File: src/rtl/axi4_lite_master_arbiter.sv
// Round-robin arbiter that lets N_REQ requesters share one AXI4-Lite master port.
// A single transaction is in flight at a time. The request fields are latched
// when the grant is made, and the result is returned with a one-cycle ack.
module axi4_lite_master_arbiter #(
    parameter int unsigned N_REQ   = 2,
    parameter int unsigned ADDR_BW = 32,
    parameter int unsigned DATA_BW = 32
) (
    input  logic                         i_clk,
    input  logic                         i_sync_rst,
    input  logic [N_REQ-1:0]             i_req,
    input  logic [N_REQ-1:0]             i_req_we,
    input  logic [N_REQ*ADDR_BW-1:0]     i_req_addr,
    input  logic [N_REQ*DATA_BW-1:0]     i_req_wdata,
    input  logic [N_REQ*DATA_BW/8-1:0]   i_req_wstrb,
    output logic [N_REQ-1:0]             o_req_ack,
    output logic [DATA_BW-1:0]           o_rsp_rdata,
    output logic [1:0]                   o_rsp_resp,
    output logic [ADDR_BW-1:0]           o_awaddr,
    output logic                         o_awvalid,
    input  logic                         i_awready,
    output logic [DATA_BW-1:0]           o_wdata,
    output logic [DATA_BW/8-1:0]         o_wstrb,
    output logic                         o_wvalid,
    input  logic                         i_wready,
    input  logic [1:0]                   i_bresp,
    input  logic                         i_bvalid,
    output logic                         o_bready,
    output logic [ADDR_BW-1:0]           o_araddr,
    output logic                         o_arvalid,
    input  logic                         i_arready,
    input  logic [DATA_BW-1:0]           i_rdata,
    input  logic [1:0]                   i_rresp,
    input  logic                         i_rvalid,
    output logic                         o_rready
);

    localparam int unsigned STRB_BW = DATA_BW / 8;
    localparam int unsigned PTR_W   = (N_REQ > 1) ? $clog2(N_REQ) : 1;

    typedef enum logic [2:0] {
        IDLE,
        WR_REQ,
        WR_RESP,
        RD_REQ,
        RD_RESP,
        ACK
    } state_t;

    state_t             state_q;
    logic [PTR_W-1:0]   gnt_q;      // current grantee, doubles as round-robin pointer

    logic               gnt_found;
    logic [PTR_W-1:0]   gnt_idx;
    logic [PTR_W-1:0]   cand;
    logic               sel_we;
    logic [ADDR_BW-1:0] sel_addr;
    logic [DATA_BW-1:0] sel_wdata;
    logic [STRB_BW-1:0] sel_wstrb;
    logic               aw_done;
    logic               w_done;

    // Round-robin search starting one past the last grantee, then select its fields
    always_comb begin
        gnt_found = 1'b0;
        gnt_idx   = '0;
        cand      = '0;
        for (int unsigned i = 1; i <= N_REQ; i++) begin
            cand = PTR_W'((32'(gnt_q) + i) % N_REQ);
            if (!gnt_found && i_req[cand]) begin
                gnt_found = 1'b1;
                gnt_idx   = cand;
            end
        end
        sel_we    = i_req_we[gnt_idx];
        sel_addr  = i_req_addr[32'(gnt_idx) * ADDR_BW +: ADDR_BW];
        sel_wdata = i_req_wdata[32'(gnt_idx) * DATA_BW +: DATA_BW];
        sel_wstrb = i_req_wstrb[32'(gnt_idx) * STRB_BW +: STRB_BW];
    end

    // A write channel counts as done once its valid has dropped or is being accepted now
    assign aw_done = !o_awvalid || i_awready;
    assign w_done  = !o_wvalid  || i_wready;

    // Transaction sequencer with registered outputs
    always_ff @(posedge i_clk) begin
        if (i_sync_rst) begin
            state_q     <= IDLE;
            gnt_q       <= PTR_W'(N_REQ - 1);
            o_req_ack   <= '0;
            o_rsp_rdata <= '0;
            o_rsp_resp  <= 2'b00;
            o_awaddr    <= '0;
            o_awvalid   <= 1'b0;
            o_wdata     <= '0;
            o_wstrb     <= '0;
            o_wvalid    <= 1'b0;
            o_bready    <= 1'b0;
            o_araddr    <= '0;
            o_arvalid   <= 1'b0;
            o_rready    <= 1'b0;
        end else begin
            case (state_q)
                IDLE: begin
                    if (gnt_found) begin
                        gnt_q <= gnt_idx;
                        if (sel_we) begin
                            o_awaddr  <= sel_addr;
                            o_wdata   <= sel_wdata;
                            o_wstrb   <= sel_wstrb;
                            o_awvalid <= 1'b1;
                            o_wvalid  <= 1'b1;
                            state_q   <= WR_REQ;
                        end else begin
                            o_araddr  <= sel_addr;
                            o_arvalid <= 1'b1;
                            state_q   <= RD_REQ;
                        end
                    end
                end
                WR_REQ: begin
                    if (o_awvalid && i_awready) begin
                        o_awvalid <= 1'b0;
                    end
                    if (o_wvalid && i_wready) begin
                        o_wvalid <= 1'b0;
                    end
                    if (aw_done && w_done) begin
                        o_bready <= 1'b1;
                        state_q  <= WR_RESP;
                    end
                end
                WR_RESP: begin
                    if (i_bvalid) begin
                        o_bready    <= 1'b0;
                        o_rsp_resp  <= i_bresp;
                        o_rsp_rdata <= '0;
                        o_req_ack   <= N_REQ'(1) << gnt_q;
                        state_q     <= ACK;
                    end
                end
                RD_REQ: begin
                    if (i_arready) begin
                        o_arvalid <= 1'b0;
                        o_rready  <= 1'b1;
                        state_q   <= RD_RESP;
                    end
                end
                RD_RESP: begin
                    if (i_rvalid) begin
                        o_rready    <= 1'b0;
                        o_rsp_rdata <= i_rdata;
                        o_rsp_resp  <= i_rresp;
                        o_req_ack   <= N_REQ'(1) << gnt_q;
                        state_q     <= ACK;
                    end
                end
                ACK: begin
                    o_req_ack <= '0;
                    state_q   <= IDLE;
                end
                default: begin
                    state_q <= IDLE;
                end
            endcase
        end
    end

endmodule
File: config.mk
export PLATFORM = sky130hd
export DESIGN_NAME = axi4_lite_master_arbiter
export DESIGN_NICKNAME = d
export VERILOG_FILES = /design/src/rtl/axi4_lite_master_arbiter.sv
export SDC_FILE = /design/constraint.sdc
export NUM_CORES = 1
export LEC_CHECK = 0
export BUFFER_PORTS_ARGS = -buffer_cell sky130_fd_sc_hd__buf_2
export CAP_MARGIN = 20
export CORE_MARGIN = 4
export CORE_UTILIZATION = 29
export CTS_BUF_LIST = sky130_fd_sc_hd__clkbuf_4 sky130_fd_sc_hd__clkbuf_8
export CTS_CLUSTER_SIZE = 28
export DETAILED_ROUTE_END_ITERATION = 8
export PLACE_DENSITY_LB_ADDON = 0.05
export REMOVE_ABC_BUFFERS = 1
export SLEW_MARGIN = 20
export SYNTH_ARGS = -nofsm -noshare
export SYNTH_HDL_FRONTEND = slang
export SYNTH_SLANG_ARGS = --single-unit
File: constraint.sdc
create_clock -name i_clk -period 4.33 [get_ports i_clk]
set_input_delay 0.2165 -clock i_clk [delete_from_list [all_inputs] [get_ports i_clk]]
set_output_delay 0.2165 -clock i_clk [all_outputs]
set_load 0.005 [all_outputs]
==> run metrics <==
outcome=completed; CTS clock-pin slew for the worst setup and hold paths=0.09 ns; worst hold path class=input port to flop; NetSw=1730 uW; leakage=0.00427 uW; largest net degree at the start of global routing=109; worst r2r src=gnt_q; DIE AREA=26100 sq um; final net count=1275; final hold violation count=0; fin crit period=2.86 ns; unrepaired setup endpoints after global routing=no; Sw Share=37.2%; I/O Buffers=~320; routed length per instance=16.9 microns; setup TNS=0 ns; reg2reg end=o_awaddr[26]; cell total after placement=1356; Primary FF master, synth=dfxtp_1; P per Cell Area=498 nW/um^2; I/O pin total=324; Pins Over Slew Limit=0; slew of the pin with the lowest slew margin=1.05 ns; total track usage=between 10% and 20%; CP endpoint kind=flop; antenna violations before repair=1; #FFs+latches synth=145; vias in the first global route=6457; Worst EP required=4.61 ns; CTS tree=built; clk_lat worst skew=around 0.45 ns; DRC Markers=0; WL final=23.9 mm; Arrival @ worst endpoint=3.14 ns; ys async rst share=0%; total congestion overflow=0; clock share of power=between 20% and 30%; Highest Clock Rate=around 0.35 GHz; cts repair resizes=0; Via density=4.65; via count=between 6000 and 7000; crit path from=gnt_q; CTS Buf Count=17; post-route cell area=9340 sq um; DP HPWL=~16 mm; Tot Pwr=roughly 4700 uW; met3 usage=5.08%; core area=22900 sq um; clk root buf=clkbuf_8; Longest Clk Path Bufs=2; post-route ant nets=0; sequential share of power=38.7%; Layout Area Growth over Synthesis=36.6%; CP Max Fanout=70; global-route wire length before repair=36.3 mm; CP endpoint=o_awaddr[26]; Final setup viols=0; combinational fraction of design power=36.1%; # diodes=0; first-pass detailed-route iteration total=4; total number of yosys warnings=0; Pint=2920 uW; Peak VDD IR=0.196 mV; mapped cell area=6830 sq um; area post-placement=8610 sq um; hold depth=3; reg2reg path depth=4; Cell Rows=between 50 and 60; CTS Sinks=145; max cap viols=0; GR Layer Usage met1=21.8%; Netlist cell types=37; CTS H-tree lvls=4; critical path class=flop to flop; met2 usage=a little under 30%; worst rel slew slack=29.9%; Initial Util=approximately 30%; layout cells sized above 1=between 30% and 40%; Mapped Cells=between 700 and 800; Die X=162 microns; DR iter-0 viols=367; Fin Clk Skew=0.0179 ns; syn_area_per_cell=8.72 sq um; Final GP Congestion=between 0.7 and 0.8; GRT Max-Usage Layer=met2; DIE HEIGHT=162 microns; sequential share of the synthesized area=42.5%; fin cells=~1400; CP startpoint kind=flop; r2r setup slk=1.47 ns; final worst path period share=66.1%; EDFF count, synth=0
worst min path at each step:
stage,endpoint,startpoint,slack [ns]
final,o_rsp_rdata[16],i_rdata[16],0.03
after global routing,o_rsp_rdata[31],i_rdata[31],0.003
after CTS,o_rsp_resp[1],i_bresp[1],0.0005
after detailed placement,o_arvalid,o_arvalid,0.43
after global placement,o_arvalid,o_arvalid,0.43
after floorplan,o_wdata[0],i_sync_rst,0.28
cell families (layout without fill, tap and decap cells):
group / count (synthesis) / count (layout) / synth area share [%]
and+or+nand+nor: 270 / 270 / 22.0
muxes: 33 / 33 / 5.02
AOI/OAI and AO/OA: 223 / 223 / 23.2
buffers and inverters: 113 / 434 / 7.32
DFF: 145 / 145 / 42.5
stage by stage:
| step | hold slack [ns] | setup WS, ns | utilization [%] |
|---|---|---|---|
| finish | 0.0306 | 1.47 | 40.7 |
| global route | 0.00346 | 1.15 | 40.7 |
| CTS | 0.000508 | 1.35 | 40.7 |
| detailed placement | 0.435 | 1.36 | 37.6 |
| global placement | 0.430 | 1.47 | 37.6 |
| floorplan | 0.281 | -0.0206 | - |
Yosys cell counts, types with 8 or more instances:
cell | count | area share (%)
buf_2 | 8 | 0.59
clkbuf_1 | 48 | 2.6
o21ai_0 | 59 | 4.3
a21oi_1 | 45 | 3.3
nor2_1 | 36 | 2.0
inv_1 | 39 | 2.1
a22oi_1 | 32 | 3.5
dfxtp_1 | 145 | 42
nand3b_1 | 76 | 8.3
a211oi_2 | 36 | 6.6
nor2b_1 | 37 | 3.4
nand2b_1 | 34 | 3.1
mux2i_1 | 32 | 4.7
nand2_1 | 74 | 4.1
a21o_1 | 33 | 3.6
flip-flops by register name, summed over array words and instances, names as in the netlist, 2 cells and up:
register and cells:
o_rsp_rdata 32, o_wstrb 4, state_q 3, o_req_ack 2, o_awaddr 32, o_araddr 32, o_rsp_resp 2, o_wdata 32
worst max-delay path, stage by stage (launching register included):
cell and delay (ns):
dfxtp_1 0.45, a21bo_2 0.22, mux2i_4 0.79, or2_4 0.92, o21ai_0 0.22
power by group through the flow:
stage,Clock [uW],Sequential [uW],Combinational [uW]
after floorplan,0,1840,894
after global placement,0,1830,1690
after detailed placement,0,1830,1690
after CTS,1220,1800,1720
after global routing,1280,1840,1860
final,1170,1800,1680
cell type report:
class | instances | area, sq um
clock buffer | 19 | 255
clock inverter | 13 | 173
fill | 2453 | 13600
inverter | 39 | 146
multi-input combinational | 526 | 3460
sequential | 145 | 2900
tap | 313 | 392
timing repair buffer | 363 | 2010
placed cells by master (no fill, tap or decap), drive strengths merged, types with 5 or more instances in the layout:
| cell | netlist | routed |
|---|---|---|
| buf | 24 | 333 |
| dfxtp | 145 | 145 |
| nand3b | 76 | 76 |
| nand2 | 74 | 74 |
| o21ai | 66 | 66 |
| a21oi | 45 | 45 |
| inv | 39 | 45 |
| nor2b | 37 | 37 |
| a211oi | 36 | 36 |
| nor2 | 36 | 36 |
| nand2b | 34 | 34 |
| a21o | 33 | 33 |
| mux2i | 33 | 33 |
| a22oi | 32 | 32 |
| dlygate4sd3 | 0 | 30 |
| clkbuf | 50 | 19 |
| nand3 | 5 | 5 |
per-layer routing:
metal  vias to the layer above  part of all wire, %
li1                       3309                    -
met1                      3018                   44
met2                       231                   47
met3                        30                  6.9
met4                         2                  2.1
met5                         -                0.054
repair_timing:
action | 4_1_cts | 5_1_grt
hold buffers | 30 | 0
setup endpoints to repair | 0 | 0
endpoints found under the hold margin | 30 | 0
setup buffers | 0 | 0
Note: power is estimated with default switching activity, not from simulation.
